File: src/rtl/msf_input_conditioner.sv
// msf_input_conditioner
// Conditions the raw MSF demodulator level for the bit sampler:
//   - two-flop synchroniser for the asynchronous data_i pin
//   - saturating up/down integrator with hysteresis on its end stops
//   - registered rise/fall strobes aligned with the filtered level
//   - loss-of-signal flag after LOS_MS milliseconds without an edge
// Optional build macro MSF_COND_PULSE_WIDTH_EN adds width_o/width_valid_o,
// which report how many cycles data_o stayed high, presented at fall_o.
// Reset is synchronous and active-high; reset discards all history.

module msf_input_conditioner #(
  parameter int unsigned CLK_FREQ  = 12500,  // system clock in Hz
  parameter int unsigned INTEG_MAX = 15,     // integrator ceiling, min 1
  parameter int unsigned LOS_MS    = 3000    // no-edge time before LOS
) (
  input  logic        clk_i,
  input  logic        rst_i,
  input  logic        data_i,
  output logic        data_o,
  output logic        rise_o,
  output logic        fall_o,
  output logic        los_o
`ifdef MSF_COND_PULSE_WIDTH_EN
  ,
  output logic [15:0] width_o,
  output logic        width_valid_o
`endif
);

  // Elaboration-time constants.
  localparam int unsigned LOS_CYCLES = (CLK_FREQ * LOS_MS) / 1000;
  localparam int unsigned CNT_W      = $clog2(INTEG_MAX + 1);
  localparam int unsigned LOS_W      = $clog2(LOS_CYCLES + 1);

  localparam logic [CNT_W-1:0] CNT_MAX = CNT_W'(INTEG_MAX);
  localparam logic [CNT_W-1:0] CNT_ONE = CNT_W'(1);
  localparam logic [LOS_W-1:0] LOS_MAX = LOS_W'(LOS_CYCLES);
  localparam logic [LOS_W-1:0] LOS_ONE = LOS_W'(1);

  // ---------------------------------------------------------------------
  // State
  // ---------------------------------------------------------------------
  logic             sync1_q;
  logic             s_q;
  logic [CNT_W-1:0] cnt_q,     cnt_d;
  logic             data_q,    data_d;
  logic             rise_q,    rise_d;
  logic             fall_q,    fall_d;
  logic [LOS_W-1:0] los_cnt_q, los_cnt_d;

  // Synchroniser: the only flops that ever see data_i.
  always_ff @(posedge clk_i) begin
    // NOTE: registers are written with non-blocking assignments so every
    // flop samples the pre-edge values; blocking here would collapse the
    // two synchroniser stages into one.
    if (rst_i) begin
      sync1_q <= 1'b0;
      s_q     <= 1'b0;
    end else begin
      sync1_q <= data_i;
      s_q     <= sync1_q;
    end
  end

  // Integrator: count toward the synchronised level, saturating at both ends.
  always_comb begin
    // NOTE: the default assignment first guarantees every path drives cnt_d,
    // so no latch is inferred when neither branch below is taken.
    cnt_d = cnt_q;
    if (s_q && (cnt_q != CNT_MAX)) begin
      cnt_d = cnt_q + CNT_ONE;
    end else if (!s_q && (cnt_q != '0)) begin
      cnt_d = cnt_q - CNT_ONE;
    end
  end

  // Hysteresis: the output only moves when the integrator sits on an end stop.
  always_comb begin
    data_d = data_q;
    if (cnt_q == CNT_MAX) begin
      data_d = 1'b1;
    end else if (cnt_q == '0) begin
      data_d = 1'b0;
    end
    rise_d = data_d & ~data_q;
    fall_d = ~data_d & data_q;
  end

  // Loss-of-signal timer: restarts with each strobe, saturates at LOS_CYCLES.
  always_comb begin
    los_cnt_d = los_cnt_q;
    if (rise_d || fall_d) begin
      los_cnt_d = '0;
    end else if (los_cnt_q != LOS_MAX) begin
      los_cnt_d = los_cnt_q + LOS_ONE;
    end
  end

  // Filter, strobe and LOS registers.
  always_ff @(posedge clk_i) begin
    if (rst_i) begin
      cnt_q     <= '0;
      data_q    <= 1'b0;
      rise_q    <= 1'b0;
      fall_q    <= 1'b0;
      los_cnt_q <= '0;
    end else begin
      cnt_q     <= cnt_d;
      data_q    <= data_d;
      rise_q    <= rise_d;
      fall_q    <= fall_d;
      los_cnt_q <= los_cnt_d;
    end
  end

  assign data_o = data_q;
  assign rise_o = rise_q;
  assign fall_o = fall_q;
  assign los_o  = (los_cnt_q == LOS_MAX);

`ifdef MSF_COND_PULSE_WIDTH_EN
  // ---------------------------------------------------------------------
  // Pulse width measurement
  // ---------------------------------------------------------------------
  logic [15:0] wcnt_q,   wcnt_d;
  logic [15:0] width_q,  width_d;
  logic        wvalid_q, wvalid_d;

  // Run-length counter of data_o high; result latched at the falling edge.
  always_comb begin
    wcnt_d   = wcnt_q;
    width_d  = width_q;
    wvalid_d = fall_d;
    if (rise_d) begin
      wcnt_d = 16'd1;
    end else if (data_q && (wcnt_q != 16'hFFFF)) begin
      wcnt_d = wcnt_q + 16'd1;
    end
    // wcnt_q already holds the number of cycles data_o was high.
    if (fall_d) begin
      width_d = wcnt_q;
    end
  end

  // Width registers.
  always_ff @(posedge clk_i) begin
    if (rst_i) begin
      wcnt_q   <= '0;
      width_q  <= '0;
      wvalid_q <= 1'b0;
    end else begin
      wcnt_q   <= wcnt_d;
      width_q  <= width_d;
      wvalid_q <= wvalid_d;
    end
  end

  assign width_o       = width_q;
  assign width_valid_o = wvalid_q;
`endif

endmodule
File: config.mk
export PLATFORM = sky130hd
export DESIGN_NAME = msf_input_conditioner
export DESIGN_NICKNAME = d
export VERILOG_FILES = /design/src/rtl/msf_input_conditioner.sv
export SDC_FILE = /design/constraint.sdc
export NUM_CORES = 1
export LEC_CHECK = 0
export BUFFER_PORTS_ARGS = -buffer_cell sky130_fd_sc_hd__buf_2
export CAP_MARGIN = 5
export CORE_AREA = 2 2 48 50
export CTS_BUF_LIST = sky130_fd_sc_hd__clkbuf_8
export CTS_CLUSTER_DIAMETER = 40
export DETAILED_ROUTE_END_ITERATION = 7
export DIE_AREA = 0 0 50 52
export PLACE_DENSITY = 0.79
export SLEW_MARGIN = 20
export SYNTH_ARGS = -nofsm -noshare
export SYNTH_HDL_FRONTEND = slang
export SYNTH_SLANG_ARGS = --single-unit
File: constraint.sdc
create_clock -name clk_i -period 4.28 [get_ports clk_i]
set_input_delay 0.856 -clock clk_i [delete_from_list [all_inputs] [get_ports clk_i]]
set_output_delay 0.856 -clock clk_i [all_outputs]
set_load 0.02 [all_outputs]
==> flow_metrics.env, run 1 <==
export IMPL_start_util_pct=60.84
export IMPL_syn_nets=158
export IMPL_mostFrequentLayoutCell="dfxtp_1"
export IMPL_ant_nets=0
export IMPL_clk_pin_slew_ns=0.08
export IMPL_p_sw_w=0.0002038
export IMPL_fmax_mhz=392.3
export IMPL_cts_setup_buffers=0
export IMPL_synth_distinct_cells=39
export IMPL_syn_area_sq_um=1281
export IMPL_power_leakage_nw=0.4814
export IMPL_setup_viol=0
export IMPL_cts_max_level=1
export IMPL_end_kind="primary output"
export IMPL_drt_pass1_iter_count=4
export IMPL_nets=164
export IMPL_ys_warn_count=0
export IMPL_dpl_cell_area_sq_um=1319
export IMPL_globalplace_congestion=0.8015
export IMPL_intPower_w=0.0003962
export IMPL_finalWirelength_microns=2338
export IMPL_design_area_sq_um=1365
export IMPL_cts_resized=0
export IMPL_slew_violations=0
export IMPL_crit_required_ns=3.42
export IMPL_ctsHoldBuffers=0
export IMPL_drt_iter0_markers=9
export IMPL_top_level_ports=7
export IMPL_path_class="flip-flop to primary output"
export IMPL_die_h_microns=52
export IMPL_dr_total_vias=1047
export IMPL_clockPowerShare_pct=22.8
export IMPL_rsz0062_at_grt="false"
export IMPL_synth_flop_cell="dfxtp_1"
export IMPL_startpoint_type="flip-flop"
export IMPL_maxCapViolCount=0
export IMPL_grt_max_degree=17
export IMPL_insertion_delay_ns=0.27
export IMPL_min_period_over_period_pct=59.56
export IMPL_hold_class="flip-flop to flip-flop"
export IMPL_dp_cells=179
export IMPL_crit_path_max_fanout=7
export IMPL_postSynthAreaPerCell_sq_um=8.542
export IMPL_power_density_nw_per_um2=439.5
export IMPL_drt_wirelength_per_cell_microns=12.78
export IMPL_synth_top_area_share_pct=39.06
export IMPL_synth_cells=150
export IMPL_max_slew_margin_pct=46.45
export IMPL_clkSinkCount=25
export IMPL_cp_arrival_ns=1.69
export IMPL_area_growth_pct=6.543
export IMPL_overflow=0
export IMPL_track_usage_pct=20.77
export IMPL_hpwlAfterDp_microns=1760
export IMPL_seqPwrFrac_pct=49.1
export IMPL_cts_max_path_buffers=2
export IMPL_layout_common_cells="25 x dfxtp_1, 13 x nor2_1, 12 x a21oi_1, 11 x nand2_1, 8 x nand3_1"
export IMPL_max_stage_delay_ns=0.57
export IMPL_synth_seq_cells=25
export IMPL_portBuffers=6
export IMPL_first_global_vias=943
export IMPL_async_flop_share_pct=0
export IMPL_synth_seq_area_share_pct=39.06
export IMPL_worst_slew_pin_slew_ns=0.8032
export IMPL_drcViolationCount=0
export IMPL_fin_crit_ns=2.549
export IMPL_final_cells=183
export IMPL_clockRootBuffer="clkbuf_8"
export IMPL_power_total_w=0.0006000
export IMPL_ir_worst_vdd_uv=316.2
export IMPL_num_rows=17
export IMPL_die_x_microns=50
export IMPL_synth_edf_count=0
export IMPL_drive_gt1_share_pct=10.32
export IMPL_critPathSlowestCell="or4b_4"
export IMPL_die_area_sq_um=2600
export IMPL_hold_viol=0
export IMPL_grt_pass1_wl_microns=4084
export IMPL_outcome="finished, final reports clean"
export IMPL_antenna_found_initial=0
export IMPL_viasPerCell=5.721
export IMPL_sw_frac_of_total_pct=33.96
export IMPL_fin_skew_ns=0.005912
export IMPL_cts_tree="yes"
export IMPL_yosys_area_top_type="dfxtp_1"
export IMPL_numCtsBuffers=3
export IMPL_setup_tns_ns=0
export IMPL_p_comb_share_pct=28.1
export IMPL_fp_coreArea_sq_um=2106
export IMPL_num_antenna_cells=0
export IMPL_cp_cell_sequence="or4b_4, nor4_1, buf_2"
export IMPL_netlist_top_cells_area="dfxtp_1 39%, a21oi_1 4.7%, xnor2_1 4.1%"
-- Yosys cell counts (2+ instances only) --
cell      count
ha_1          4
and3_1        2
or3_1         6
mux2i_1       2
nor4_1        3
nand2_1      11
and2_1        2
a21oi_1      12
nor2_1       13
nand4_1       5
o21ai_0       5
o21ai_1       5
nand2b_1      3
clkbuf_1      3
inv_1         3
nor2_2        2
xor2_1        2
nor3_1        6
xnor2_1       6
nand3_1       8
dfxtp_1      25
nor2b_1       5
-- registers in the layout (all words and copies together) (netlist names) --
register / flops
cnt_q: 4
data_o: 1
fall_o: 1
los_cnt_q: 16
rise_o: 1
s_q: 1
sync1_q: 1
-- critical path: cells and delay by family, from the launching register on --
| kind | cells | cell delay (ns) |
|---|---|---|
| buf+inv | 1 | 0.22 |
| flops | 1 | 0.37 |
| simple gates | 2 | 0.84 |
-- routing by layer --
metal  track usage [%]  up-vias  part of all wire (%)
met2             37.72        8                    53
met1             24.14      487                    44
li1                  -      548                     -
met4             11.11        0                   2.1
met3             1.724        4                   1.5
met5                 0        -                     0
-- final timing paths --
kind | startpoint | end | slack [ns] | depth (start not counted)
hold reg to reg | sync1_q | s_q | 0.45 | 1
hold / removal | sync1_q | s_q | 0.45 | 1
setup reg to reg | cnt_q[0] | cnt_q[3] | 2.14 | 8
setup / recovery | los_cnt_q[7] | los_o | 1.73 | 3
-- through the flow --
stage / worst slack (ns) / hold slack, ns / utilization, %
CTS: 1.720 / 0.4561 / 64.82
floorplan: 1.834 / 0.4138 / -
finish: 1.731 / 0.4473 / 64.82
global route: 1.617 / 0.4669 / 64.82
global placement: 2.102 / 0.4223 / 62.63
detailed placement: 2.012 / 0.4494 / 62.63
-- power by group through the flow --
stage                     Clock [W]  Combinational (W)  Sequential [W]
after floorplan                   0           0.000150        0.000283
after global placement            0           0.000158        0.000298
after detailed placement          0           0.000170        0.000299
after CTS                  0.000141           0.000171        0.000294
after global routing       0.000150           0.000200        0.000301
final                      0.000137           0.000169        0.000295
-- kinds of logic after synthesis --
family	count (synthesis)	share of synthesized area, %
XOR/XNOR	8	5.469
AND/OR/NAND/NOR	73	32.42
adder cells (fa/ha/maj)	5	5.469
buffers and inverters	8	3.027
AO/OA/AOI/OAI	29	12.99
multiplexers	2	1.563
flip-flops	25	39.06
-- cell type report --
type                       count  area (sq um)
inverter                       3         11.26
timing repair buffer           6         30.03
multi-input combinational    117         742.0
fill                         189         740.7
clock buffer                   3         41.29
sequential                    25         500.5
clock inverter                 1         5.005
tap                           28         35.03
No activity file was read; power rests on OpenSTA's default activity.
==> run 2, diff against run 1 <==
--- a/config.mk
+++ b/config.mk
@@ -7,12 +7,12 @@
 export LEC_CHECK = 0
 export BUFFER_PORTS_ARGS = -buffer_cell sky130_fd_sc_hd__buf_2
 export CAP_MARGIN = 5
-export CORE_AREA = 2 2 48 50
+export CORE_AREA = 2 2 51 53
 export CTS_BUF_LIST = sky130_fd_sc_hd__clkbuf_8
 export CTS_CLUSTER_DIAMETER = 40
 export DETAILED_ROUTE_END_ITERATION = 7
-export DIE_AREA = 0 0 50 52
-export PLACE_DENSITY = 0.79
+export DIE_AREA = 0 0 53 55
+export PLACE_DENSITY = 0.73
 export SLEW_MARGIN = 20
 export SYNTH_ARGS = -nofsm -noshare
 export SYNTH_HDL_FRONTEND = slang
==> constraint.sdc (replaced) <==
create_clock -name clk_i -period 2.34 [get_ports clk_i]
set_input_delay 0.468 -clock clk_i [delete_from_list [all_inputs] [get_ports clk_i]]
set_output_delay 0.468 -clock clk_i [all_outputs]
set_load 0.02 [all_outputs]
==> run 2 against run 1 <==
Non-clock buffer count up 2. Clock-buffer cell count unchanged. Routed wire length is 0.98% higher. Power up 85%. Core utilization shrank 6.4 points. Die area grew 12%. Sequential cell count unchanged. Design area up 1.2%. Global-route usage is 1.2 points lower. Critical path depth unchanged. Register-to-register slack lost 1.9 ns. Worst setup slack worse by 1.6 ns. Critical path type unchanged. Largest cell class unchanged.
==> flow_metrics.env, run 2 (synthesis gave the netlist of run 1 again) <==
export IMPL_outcome="finished, final reports clean"
export IMPL_r2r_cells=8
export IMPL_drive_gt1_share_pct=10.83
export IMPL_end_kind="primary output"
export IMPL_reg2reg_to="cnt_q[3]"
export IMPL_max_stage_delay_ns=0.58
export IMPL_viasPerCell=5.754
export IMPL_fin_crit_ns=2.185
export IMPL_fp_coreArea_sq_um=2365
export IMPL_drt_pass1_iter_count=4
export IMPL_path_class="flip-flop to primary output"
export IMPL_clk_pin_slew_ns=0.08
export IMPL_critPathSlowestCell="or4b_4"
export IMPL_ant_nets=0
export IMPL_maxCapViolCount=0
export IMPL_die_x_microns=53
export IMPL_cp_arrival_ns=1.72
export IMPL_largest_reg_flops=16
export IMPL_largest_register="los_cnt_q"
export IMPL_design_area_sq_um=1381
export IMPL_clkSinkCount=25
export IMPL_first_global_vias=998
export IMPL_hold_viol=0
export IMPL_worst_slew_pin_slew_ns=0.4202
export IMPL_cp_cell_sequence="or4b_4, nor4_1, buf_2"
export IMPL_hpwlAfterDp_microns=1790
export IMPL_track_usage_pct=19.56
export IMPL_min_to="sync1_q"
export IMPL_power_leakage_nw=0.4931
export IMPL_startpoint_type="flip-flop"
export IMPL_cts_max_path_buffers=2
export IMPL_multi_input_area_sq_um=742.0
export IMPL_fin_skew_ns=0.003113
export IMPL_crit_path_max_fanout=7
export IMPL_num_antenna_cells=0
export IMPL_insertion_delay_ns=0.27
export IMPL_dpl_cell_area_sq_um=1336
export IMPL_mostFrequentLayoutCell="dfxtp_1"
export IMPL_die_area_sq_um=2915
export IMPL_ctsHoldBuffers=0
export IMPL_num_rows=18
export IMPL_grt_max_degree=17
export IMPL_power_density_nw_per_um2=802.5
export IMPL_setup_viol=0
export IMPL_globalplace_congestion=0.8251
export IMPL_layout_common_cells="25 x dfxtp_1, 13 x nor2_1, 12 x a21oi_1, 11 x nand2_1, 8 x nand3_1"
export IMPL_drt_wirelength_per_cell_microns=12.63
export IMPL_nets=166
export IMPL_numCtsBuffers=3
export IMPL_regArea_sq_um=500.5
export IMPL_path_delay_family="simple AND/OR/NAND/NOR gates"
export IMPL_top_level_ports=7
export IMPL_holdPathStages=2
export IMPL_min_period_over_period_pct=93.38
export IMPL_crit_buf_inv=1
export IMPL_cts_max_level=1
export IMPL_portBuffers=6
export IMPL_drcViolationCount=0
export IMPL_cts_setup_buffers=0
export IMPL_hold_class="input port to flip-flop"
export IMPL_hold_start="data_i"
export IMPL_rsz0062_at_grt="false"
export IMPL_overflow=0
export IMPL_crit_required_ns=1.87
export IMPL_finalWirelength_microns=2361
export IMPL_setup_tns_ns=0
export IMPL_cts_tree="yes"
export IMPL_fillers=218
export IMPL_slew_violations=0
export IMPL_reg_top3="los_cnt_q (16), cnt_q (4)"
export IMPL_die_h_microns=55
export IMPL_dr_total_vias=1076
export IMPL_drt_iter0_markers=11
export IMPL_critPathLaunch="los_cnt_q[7]"
export IMPL_fmax_mhz=457.6
export IMPL_antenna_found_initial=0
export IMPL_cts_resized=0
export IMPL_worstReg2RegStart="cnt_q[0]"
export IMPL_r2r_slack_ns=0.20
export IMPL_clockRootBuffer="clkbuf_8"
export IMPL_ir_worst_vdd_uv=848.2
export IMPL_area_growth_pct=7.812
export IMPL_max_slew_margin_pct=71.78
export IMPL_start_util_pct=54.18
export IMPL_grt_pass1_wl_microns=4133
[run 2: layout make-up]
| class | instances | area share [%] |
|---|---|---|
| Multi-Input combinational cell | 117 | 53.71 |
| Sequential cell | 25 | 36.23 |
| Clock inverter | 1 | 0.2717 |
| Timing Repair Buffer | 8 | 3.261 |
| Inverter | 3 | 0.8152 |
| Tap cell | 30 | 2.717 |
| Clock buffer | 3 | 2.989 |
[run 2: how the worst max path moves through the flow]
stage / to / cells past startpoint
after floorplan: los_o / 2
after global placement: cnt_q[3] / 8
after detailed placement: cnt_q[3] / 8
after CTS: los_o / 3
after global routing: los_o / 3
final: los_o / 3
[run 2: metal layers]
metal | track usage [%] | share of wire (%)
met5 | 0 | 0
met1 | 19.70 | 43
met4 | 11.54 | 2.5
met2 | 38.54 | 52
met3 | 2.419 | 2.2
[run 2: per-stage QoR]
step | hold WS, ns | std cells | setup WS [ns] | total power (W) | utilization (%)
detailed placement | 0.4356 | 183 | 0.2153 | 0.0008706 | 56.51
finish | 0.4074 | 187 | 0.1549 | 0.001108 | 58.41
global placement | 0.4178 | 183 | 0.3718 | 0.0008481 | 56.51
global route | 0.4281 | 187 | 0.04940 | 0.001182 | 58.41
floorplan | 0.4138 | 150 | 0.2825 | 0.0007932 | -
CTS | 0.4031 | 187 | 0.1820 | 0.001118 | 58.41
[run 2: where the power goes]
part | switching, W | leakage [nW] | total [W] | internal [W]
logic | 0.000181 | 0.263 | 0.000325 | 0.000144
registers | 0.0000713 | 0.203 | 0.000538 | 0.000466
clock network | 0.000129 | 0.0269 | 0.000246 | 0.000117
[run 2: worst reg2reg max path, cell delays in order, from the launching register on]
cell and delay, ns:
dfxtp_1 0.48, and3_1 0.23, nand2_1 0.10, nand2_1 0.16, ha_1 0.30, a21o_1 0.23
a31oi_1 0.23, mux2i_1 0.24, a211oi_1 0.06
